--- src/rtl/stm1_deframer_pkg.sv ---
// Shared constants and types for the STM-1 deframer.
//
// Frame geometry: 9 rows x 270 columns, transmitted row-major.
// Columns 0..8 carry section overhead. Columns 9..269 carry the VC-4,
// which is taken as column-aligned (the AU-4 pointer is not interpreted).
package stm1_deframer_pkg;

  // Frame geometry.
  localparam int STM1_Length      = 270;  // columns per row
  localparam int STM1_Width       = 9;    // rows per frame
  localparam int vc4_Length       = 261;  // VC-4 columns per row
  localparam int SOH_COLS         = 9;    // overhead columns per row
  localparam int STM1_FRAME_BYTES = 2430; // STM1_Length * STM1_Width

  // Framing bytes: A1 x3 followed by A2 x3 at row 0, columns 0..5.
  localparam logic [7:0] A1_BYTE = 8'hF6;
  localparam logic [7:0] A2_BYTE = 8'h28;

  // Default number of consecutive errored framing patterns tolerated in SYNC.
  localparam int LOSS_FRAMES_DEFAULT = 4;

  typedef enum logic [1:0] {
    HUNT    = 2'd0,
    PRESYNC = 2'd1,
    SYNC    = 2'd2
  } framer_state_t;

endpackage

--- src/rtl/stm1_deframer_a1a2_detect.sv ---
// A1/A2 framing pattern detector.
//
// Keeps the last five accepted bytes in a shift register. Together with the
// current byte this forms a six-byte window, which is compared against
// F6 F6 F6 28 28 28 (oldest first). match_o is combinational on the
// current byte, so it is valid in the same cycle that byte is accepted.
//
// Ports:
//   clk     - clock, rising edge
//   rst_n   - synchronous active-low reset, clears history to 0x00
//   en_i    - shift enable (byte accepted this cycle)
//   data_i  - current byte
//   match_o - 1 when the window equals the framing pattern and en_i is high
module stm1_a1a2_detect
  import stm1_deframer_pkg::*;
(
  input  logic       clk,
  input  logic       rst_n,
  input  logic       en_i,
  input  logic [7:0] data_i,
  output logic       match_o
);

  localparam logic [47:0] PATTERN = {A1_BYTE, A1_BYTE, A1_BYTE,
                                     A2_BYTE, A2_BYTE, A2_BYTE};

  logic [39:0] hist_q;
  logic [39:0] hist_d;

  always_comb begin
    hist_d = hist_q;
    if (en_i) begin
      hist_d = {hist_q[31:0], data_i};
    end
  end

  always_ff @(posedge clk) begin
    if (!rst_n) begin
      hist_q <= '0;
    end else begin
      hist_q <= hist_d;
    end
  end

  assign match_o = en_i && ({hist_q, data_i} == PATTERN);

endmodule

--- src/rtl/stm1_deframer.sv ---
// STM-1 deframer: locates the A1/A2 framing pattern, tracks row/column of
// every accepted byte and emits the VC-4 bytes (columns 9..269) while in SYNC.
//
// Alignment FSM:
//   HUNT    - six-byte window search; a hit loads the counters so the next
//             byte is row 0, col 6, and moves to PRESYNC.
//   PRESYNC - one confirmation at row 0, col 5 of the next frame:
//             hit -> SYNC, miss -> HUNT.
//   SYNC    - pattern checked at row 0, col 5 of every frame. Consecutive
//             misses are counted; LOSS_FRAMES of them return to HUNT with a
//             one-cycle oof_pulse.
//
// Handshake: in_valid qualifies in_data; there is no back-pressure. Every
// accepted payload byte appears on out_* exactly one clock later with
// out_valid high; out_valid is low on every other cycle.
//
// Ports:
//   clk, rst_n          - clock and synchronous active-low reset
//   in_valid, in_data   - received line byte stream
//   out_valid, out_data - VC-4 byte, registered
//   out_row, out_col    - VC-4 position (0..8, 0..260)
//   out_sof             - VC-4 row 0, column 0
//   locked              - FSM in SYNC
//   oof_pulse           - one-cycle pulse on SYNC -> HUNT
//   dbg_state           - FSM state (framer_state_t encoding)
//   dbg_err_cnt         - consecutive errored-frame count
module stm1_deframer
  import stm1_deframer_pkg::*;
#(
  parameter int LOSS_FRAMES = LOSS_FRAMES_DEFAULT
) (
  input  logic       clk,
  input  logic       rst_n,
  input  logic       in_valid,
  input  logic [7:0] in_data,
  output logic       out_valid,
  output logic [7:0] out_data,
  output logic [3:0] out_row,
  output logic [8:0] out_col,
  output logic       out_sof,
  output logic       locked,
  output logic       oof_pulse,
  output logic [1:0] dbg_state,
  output logic [7:0] dbg_err_cnt
);

  localparam logic [8:0] COL_LAST  = 9'(STM1_Length - 1);
  localparam logic [3:0] ROW_LAST  = 4'(STM1_Width - 1);
  localparam logic [8:0] COL_SOH   = 9'(SOH_COLS);
  localparam logic [8:0] COL_CHECK = 9'd5;
  localparam logic [8:0] COL_RELOAD = 9'd6;
  localparam logic [7:0] ERR_LAST  = 8'(LOSS_FRAMES - 1);

  framer_state_t state_q, state_d;
  logic [3:0]    row_q, row_d;
  logic [8:0]    col_q, col_d;
  logic [7:0]    err_cnt_q, err_cnt_d;

  logic          out_valid_q, out_valid_d;
  logic [7:0]    out_data_q, out_data_d;
  logic [3:0]    out_row_q, out_row_d;
  logic [8:0]    out_col_q, out_col_d;
  logic          out_sof_q, out_sof_d;
  logic          oof_q, oof_d;

  logic          match;
  logic          at_check;

  stm1_a1a2_detect u_detect (
    .clk     (clk),
    .rst_n   (rst_n),
    .en_i    (in_valid),
    .data_i  (in_data),
    .match_o (match)
  );

  // The framing window ends on the byte at row 0, col 5.
  assign at_check = (row_q == 4'd0) && (col_q == COL_CHECK);

  always_comb begin
    state_d     = state_q;
    row_d       = row_q;
    col_d       = col_q;
    err_cnt_d   = err_cnt_q;
    oof_d       = 1'b0;
    out_valid_d = 1'b0;
    out_data_d  = 8'h00;
    out_row_d   = 4'd0;
    out_col_d   = 9'd0;
    out_sof_d   = 1'b0;

    if (in_valid) begin
      // Free-running position counters; HUNT may override with a reload.
      if (col_q == COL_LAST) begin
        col_d = 9'd0;
        row_d = (row_q == ROW_LAST) ? 4'd0 : row_q + 4'd1;
      end else begin
        col_d = col_q + 9'd1;
      end

      case (state_q)
        HUNT: begin
          if (match) begin
            state_d   = PRESYNC;
            row_d     = 4'd0;
            col_d     = COL_RELOAD;
            err_cnt_d = 8'd0;
          end
        end

        PRESYNC: begin
          err_cnt_d = 8'd0;
          if (at_check) begin
            state_d = match ? SYNC : HUNT;
          end
        end

        SYNC: begin
          if (at_check) begin
            if (match) begin
              err_cnt_d = 8'd0;
            end else if (err_cnt_q == ERR_LAST) begin
              state_d   = HUNT;
              err_cnt_d = 8'd0;
              oof_d     = 1'b1;
            end else begin
              err_cnt_d = err_cnt_q + 8'd1;
            end
          end
          // Payload columns are never the check column, so a SYNC exit at
          // col 5 never coincides with a payload byte.
          if (col_q >= COL_SOH) begin
            out_valid_d = 1'b1;
            out_data_d  = in_data;
            out_row_d   = row_q;
            out_col_d   = col_q - COL_SOH;
            out_sof_d   = (row_q == 4'd0) && (col_q == COL_SOH);
          end
        end

        default: begin
          state_d = HUNT;
        end
      endcase
    end
  end

  always_ff @(posedge clk) begin
    if (!rst_n) begin
      state_q     <= HUNT;
      row_q       <= 4'd0;
      col_q       <= 9'd0;
      err_cnt_q   <= 8'd0;
      out_valid_q <= 1'b0;
      out_data_q  <= 8'h00;
      out_row_q   <= 4'd0;
      out_col_q   <= 9'd0;
      out_sof_q   <= 1'b0;
      oof_q       <= 1'b0;
    end else begin
      state_q     <= state_d;
      row_q       <= row_d;
      col_q       <= col_d;
      err_cnt_q   <= err_cnt_d;
      out_valid_q <= out_valid_d;
      out_data_q  <= out_data_d;
      out_row_q   <= out_row_d;
      out_col_q   <= out_col_d;
      out_sof_q   <= out_sof_d;
      oof_q       <= oof_d;
    end
  end

  assign out_valid   = out_valid_q;
  assign out_data    = out_data_q;
  assign out_row     = out_row_q;
  assign out_col     = out_col_q;
  assign out_sof     = out_sof_q;
  assign oof_pulse   = oof_q;
  assign locked      = (state_q == SYNC);
  assign dbg_state   = state_q;
  assign dbg_err_cnt = err_cnt_q;

endmodule

--- config.mk ---
export PLATFORM = sky130hd
export DESIGN_NAME = stm1_deframer
export DESIGN_NICKNAME = d
export VERILOG_FILES = /design/src/rtl/stm1_deframer_pkg.sv /design/src/rtl/stm1_deframer_a1a2_detect.sv /design/src/rtl/stm1_deframer.sv
export SDC_FILE = /design/constraint.sdc
export NUM_CORES = 1
export LEC_CHECK = 0
export CAP_MARGIN = 20
export CORE_MARGIN = 3
export CORE_UTILIZATION = 45
export CTS_CLUSTER_DIAMETER = 150
export CTS_CLUSTER_SIZE = 12
export DETAILED_ROUTE_END_ITERATION = 8
export PLACE_DENSITY = 0.66
export SETUP_SLACK_MARGIN = 0.15
export SYNTH_ARGS = -nofsm -noshare
export SYNTH_HDL_FRONTEND = slang
export SYNTH_SLANG_ARGS = --single-unit
--- constraint.sdc ---
create_clock -name clk -period 6.2 [get_ports clk]
set_clock_uncertainty 0.15 [all_clocks]
set_input_delay 1.24 -clock clk [delete_from_list [all_inputs] [get_ports clk]]
set_output_delay 1.24 -clock clk [all_outputs]
set_load 0.05 [all_outputs]
==> results of run 1 <==
## critical path, cell delays in order, from the launching register on
cell and delay, ns:
dfxtp_1 0.35, inv_1 0.09, ha_1 0.37, clkdlybuf4s50_1 0.87
## cells by family (layout without fill, tap and decap cells)
logic type | Yosys count | after routing | synth area share (%)
and+or+nand+nor | 175 | 175 | 28.2
DFF | 87 | 87 | 44.6
AOI/OAI and AO/OA | 51 | 51 | 8.78
muxes | 41 | 41 | 10.5
buffers and inverters | 34 | 74 | 3.72
adders and majority gates | 9 | 9 | 2.88
xor gates and xnor gates | 6 | 6 | 1.35
## where the power goes
part | leakage (nW) | internal, mW | switching (mW)
combinational | 1.01 | 0.0266 | 0.0275
sequential | 0.703 | 0.566 | 0.00692
clock | 0.102 | 0.191 | 0.216
total | 1.81 | 0.783 | 0.251
## layout make-up
type | count | area, um^2
clock inverter | 7 | 80.1
tap | 105 | 131
multi-input combinational | 282 | 2020
clock buffer | 9 | 124
inverter | 11 | 41.3
timing repair buffer | 47 | 460
sequential | 87 | 1740
fill | 750 | 3740
## placed cells by master, fill, tap and decap left out, drive strengths merged, types with 2 or more instances in the layout
cell type | netlist | routed
dfxtp | 87 | 87
nor2b | 44 | 44
clkdlybuf4s50 | 0 | 44
mux2i | 41 | 41
nand2 | 23 | 23
nor2 | 21 | 21
a21oi | 15 | 15
and3 | 14 | 14
and2 | 13 | 13
inv | 11 | 13
nand3 | 9 | 9
ha | 9 | 9
clkbuf | 10 | 9
o21ai | 7 | 7
nand3b | 6 | 6
o22ai | 6 | 6
nand4 | 6 | 6
nor3 | 5 | 5
and4 | 5 | 5
nor4 | 5 | 5
a21boi | 5 | 5
nand4b | 4 | 4
nor4b | 4 | 4
a31oi | 4 | 4
o211ai | 4 | 4
and3b | 4 | 4
o21a | 3 | 3
o221a | 3 | 3
xor2 | 3 | 3
xnor2 | 3 | 3
clkinv | 0 | 3
buf | 13 | 3
nor3b | 2 | 2
or4 | 2 | 2
nand2b | 2 | 2
## stage by stage
| stage | power, mW | util (%) | instances | cell area [um^2] | setup slack, ns |
|---|---|---|---|---|---|
| final | 1.03 | 55.1 | 548 | 4600 | 2.77 |
| after global routing | 1.07 | 55.1 | 548 | 4600 | 2.64 |
| after CTS | 1.05 | 55.1 | 548 | 4600 | 2.74 |
| after detailed placement | 0.640 | 52.7 | 532 | 4390 | 2.57 |
| after global placement | 0.639 | 52.7 | 532 | 4390 | 2.62 |
| after floorplan | 0.623 | - | 403 | 3910 | 3.38 |
## layer usage
| layer | share of wire, % | up-vias |
|---|---|---|
| li1 | - | 1494 |
| met1 | 49 | 1317 |
| met2 | 46 | 48 |
| met3 | 3.2 | 12 |
| met4 | 1.7 | 0 |
| met5 | 0 | - |
## how the worst max path moves through the flow
stage                     slack, ns             end
final                          2.77          locked
after global routing           2.64          locked
after CTS                      2.74          locked
after detailed placement       2.57        col_q[4]
after global placement         2.62  dbg_err_cnt[7]
after floorplan                3.38        col_q[7]
## cell usage after synthesis (3+ instances only)
cell type	n
a31oi_1	4
ha_1	9
clkbuf_1	10
nand4b_1	4
xnor2_1	3
buf_1	4
nor4b_1	4
nand3b_1	6
and3_1	14
o211ai_1	4
inv_1	10
a21boi_0	3
o21a_1	3
a21oi_1	14
nor2_1	20
dfxtp_1	87
nand2_1	23
nor2b_1	44
o221a_2	3
and2_1	12
o21ai_0	6
nor4_1	3
and4_1	5
nand3_1	9
xor2_1	3
and3b_1	4
buf_2	8
nor3_1	5
mux2i_1	41
o22ai_1	6
## flip-flops by register name, summed over array words and instances (netlist names), 2 cells and up
register / count
col_q: 9
dbg_err_cnt: 8
dbg_state: 2
out_col: 9
out_data: 8
out_row: 4
row_q: 4
u_detect.hist_q: 40
==> results.toml, run 1 <==
[synth]
synth_edf_count = 0
synthCells = 403
async_flop_share_pct = 0
synth_area_leader_cell = "dfxtp_1"
syn_area_um2 = 3910
synth_ff_type = "dfxtp_1"
synth_area_leaders = "dfxtp_1, mux2i_1, nor2b_1"
yosysWarnings = 0
postSynthAreaPerCell_um2 = 9.69
ys_seq_area_share_pct = 44.6
synth.top_cell.area_share_pct = 44.6
syn-num-nets = 423
synth-seq-cells = 87
yosysUniqueCellTypes = 55

[routing]
drtAntennaViolNets = 0
vias = 2871
dr.first_iter.drc_count = 97
first_pass_iters = 4
drc = 0
viasPerCell = 5.24
wl_per_cell_um = 14.2
routed_wl_um = 7810

[grt]
busiest_layer = "met2"
first_global_vias = 2643
grtUsageTotal_pct = 16.4
grt_pass1_wl_um = 13000
grtUsageMet3_pct = 3.23
grt_use_met1_pct = 22.3
grt_max_degree = 70
antenna_found_initial = 0
overflow = 0
met2_usage_pct = 25.5

[worst_hold_path]
hp-start = "dbg_err_cnt[7]"
hold_end = "dbg_err_cnt[7]"
hold_path_class = "flop to flop"
worstHoldPathCells = 2

[clocking]
cts_hold_buf = 0
cts_root_buffer = "clkbuf_8"
clkTransAtPathRegs_ns = 0.09
cts_tree = "done"
clock_sinks = 87
cts_made_buffers = 9
clock_latency_ns = 0.36
htreeDepth = 3
cts_resized = 0
cts_max_path_buffers = 2
post_cts_buffers = 0

[timing]
finalCritPeriodShare_pct = 55.3
hold-worst-slack_ns = 0.366
period_minus_slack_ns = 3.43
timing_hold_violations_final = 0
drv_slew = 0
fmax_ghz = 0.291
slew-limit-headroom_pct = 59.9
finalSetupTns_ns = 0
setup_viol_count_final = 0
worstMarginPinSlew_ns = 0.597
rsz0062_at_grt = "no"

[power]
leakage_nw = 1.81
power.density_nw_per_um2 = 225
peakVddDrop_uv = 157

[layout]
drive_gt1_share_pct = 7.22
area_delta_synth_final_pct = 17.7
num-nets-final = 458
antenna_cells = 0

[setup_path]
startpoint_type = "flop"
cp-startpoint = "dbg_state[0]"
cp.arrival_ns = 2.04
r2r_cells = 8
required_ns = 4.81
path_class = "flop to output pin"
timing.rr.end = "out_sof"
cp_max_fo = 9
r2r_slack_ns = 3.63
timing.rr.start = "col_q[1]"
end_kind = "output pin"

[floorplanning]
die_w_um = 99.2
io_pins = 46
num_rows = 33
start_util_pct = 46.8
die-area_um2 = 9830
core_area_um2 = 8340
die_y_um = 99.2

[status]
status = "finished clean"

[placement]
gp_congestion = 0.776
hpwl_um = 5380
portBuffers = 45

[flow_run]
maxCapViolations = 0
No activity file was read; power rests on OpenSTA's default activity.
==> inputs of run 2 (changes only) <==
--- a/config.mk
+++ b/config.mk
@@ -11,7 +11,7 @@
 export CTS_CLUSTER_DIAMETER = 150
 export CTS_CLUSTER_SIZE = 12
 export DETAILED_ROUTE_END_ITERATION = 8
-export PLACE_DENSITY = 0.66
+export PLACE_DENSITY = 0.69
 export SETUP_SLACK_MARGIN = 0.15
 export SYNTH_ARGS = -nofsm -noshare
 export SYNTH_HDL_FRONTEND = slang
==> constraint.sdc (replaced) <==
create_clock -name clk -period 3.1 [get_ports clk]
set_clock_uncertainty 0.15 [all_clocks]
set_input_delay 0.62 -clock clk [delete_from_list [all_inputs] [get_ports clk]]
set_output_delay 0.62 -clock clk [all_outputs]
set_load 0.05 [all_outputs]
==> run 2 against run 1 <==
Final cell count up 0.73%. Critical endpoint is now col_q[7]. Register-to-register slack worse by 2.9 ns. Count of clock-buffer cells in the layout unchanged. Combinational power up 110%. Critical path type is now primary input to flop. Die area unchanged. Worst hold slack worse by 0.012 ns. First-iteration DRC count down 2.1%. Global-route usage up 0.24 points. Non-clock buffer count up 4. Sequential cell count unchanged. Critical path depth up 4. Sequential power up 100%.
==> results.toml, run 2 (synthesis results as in run 1) <==
[clocking]
cts_hold_buf = 0
cts_max_path_buffers = 2
clkTransAtPathRegs_ns = 0.09
cts_made_buffers = 9
post_cts_buffers = 0
cts_root_buffer = "clkbuf_8"
clock_latency_ns = 0.35
cts_tree = "done"
htreeDepth = 3
clock_sinks = 87

[floorplanning]
die_y_um = 99.2
die_w_um = 99.2
num_rows = 33
core_area_um2 = 8340
start_util_pct = 46.8
die-area_um2 = 9830
io_pins = 46

[timing]
setup_viol_count_final = 0
fmax_ghz = 0.388
drv_slew = 0
timing_hold_violations_final = 0
worstMarginPinSlew_ns = 0.645
period_minus_slack_ns = 2.58
finalSetupTns_ns = 0
final.setup.worst_slack_ns = 0.523
slew-limit-headroom_pct = 56.6
rsz0062_at_grt = "no"
finalCritPeriodShare_pct = 83.1

[layout]
stdcell_count = 552
antenna_cells = 0
num-nets-final = 462
final_common_cell = "dfxtp_1"
largest_register_ffs = 40
final_util_pct = 56.1
drive_gt1_share_pct = 8.05
layout_common_cells = "dfxtp_1, nor2b_1, clkdlybuf4s50_1"
finalInstanceArea_um2 = 4680
area_delta_synth_final_pct = 19.7
regMostFlops = "u_detect.hist_q"

[placement]
dp.cells = 536
hpwl_um = 5590
portBuffers = 45
postPlaceCellArea_um2 = 4420
pre_cts_slack_ns = 0.100
gp_congestion = 0.821

[flow_run]
maxCapViolations = 0

[routing]
first_pass_iters = 5
viasPerCell = 5.26
wl_met1_um = 3750
drtAntennaViolNets = 0
wl_met2_um = 3790
routed_wl_um = 8000
dr.first_iter.drc_count = 95
wl_per_cell_um = 14.5
vias = 2904
drc = 0
routed-wl-met3_um = 291
routed.top_layer = "met4"

[status]
status = "finished clean"

[power]
peakVddDrop_uv = 312
leakage_nw = 1.87
power.density_nw_per_um2 = 477

[setup_path]
timing.rr.start = "col_q[1]"
crit_family = "simple AND/OR/NAND/NOR gates"
critPathBufInv = 1
crit_chain = "clkdlybuf4s50_1 > nor4_1 > and4_1 > nand4_2 > nand2_1 > nor2_1 > o221a_2"
r2r_cells = 9
path_class = "primary input to flop"
end_kind = "flop"
r2r_slack_ns = 0.68
critPathMaxStageDelay_ns = 0.43
required_ns = 3.20
cp_max_fo = 10
cp.arrival_ns = 2.68
timing.rr.end = "out_sof"
critPathSlowestCell = "clkdlybuf4s50_1"
startpoint_type = "primary input"

[worst_hold_path]
hold_end = "row_q[1]"
worstHoldPathCells = 2
hp-start = "row_q[1]"
hold_path_class = "flop to flop"

[grt]
grt_pass1_wl_um = 13300
grt_max_degree = 60
antenna_found_initial = 0
grtUsageTotal_pct = 16.6
overflow = 0
first_global_vias = 2754
run 2: changes by cell type in the layout (fill, tap and decap cells not counted), sizes merged:
| cell | before | now |
|---|---|---|
| dlymetal6s2s | 0 | 1 |
| inv | 13 | 15 |
| clkdlybuf4s50 | 44 | 43 |
| clkinvlp | 1 | 0 |
| buf | 3 | 7 |
| clkinv | 3 | 0 |
| bufinv | 1 | 3 |
run 2: power breakdown:
group | total [mW] | leakage, nW | switching [mW] | internal [mW]
sequential | 1.15 | 0.703 | 0.0138 | 1.13
clock | 0.976 | 0.125 | 0.429 | 0.547
combinational | 0.111 | 1.04 | 0.0562 | 0.0548
total | 2.23 | 1.87 | 0.499 | 1.73
run 2: layout make-up:
class	count	area, um^2
repair buffers	51	493
flip-flops and latches	87	1740
clock buffers	9	124
well taps	105	131
multi-input cells	282	2020
inverters	11	41.3
fillers	755	3660
clock inverters	7	125
run 2: worst reg2reg max path, cell delays in order (launching register included):
cell      delay [ns]
dfxtp_1         0.41
inv_1           0.09
ha_1            0.19
nor2b_1         0.17
and4b_1         0.22
or4_1           0.46
nand2b_1        0.08
buf_4           0.18
inv_2           0.14
and3_1          0.22
run 2: how the worst max path moves through the flow:
stage | start | to | slack (ns) | depth (start not counted)
2_1_floorplan | dbg_state[1] | dbg_err_cnt[7] | 0.49 | 6
3_3_place_gp | in_data[0] | col_q[7] | 0.15 | 7
3_5_place_dp | in_data[0] | col_q[8] | 0.10 | 7
4_1_cts | dbg_state[0] | locked | 0.19 | 3
5_1_grt | in_data[4] | col_q[8] | 0.30 | 7
6_report | in_data[0] | col_q[7] | 0.52 | 7
run 2: what timing repair did:
action                     in CTS  in global routing
setup endpoints to repair       0                  1
resized for setup               0                  1
hold endpoints to repair        0                  0
run 2: metal layers:
metal / vias up / global-route usage [%]
met3: 12 / 3.65
met2: 45 / 26.2
li1: 1489 / -
met4: 0 / 7.88
met5: - / 0
met1: 1358 / 21.6
run 2: through the flow:
step	hold slack, ns	total power, mW
2_1_floorplan	0.313	1.25
3_3_place_gp	0.333	1.28
3_5_place_dp	0.341	1.28
4_1_cts	0.353	2.25
5_1_grt	0.377	2.32
6_report	0.354	2.23
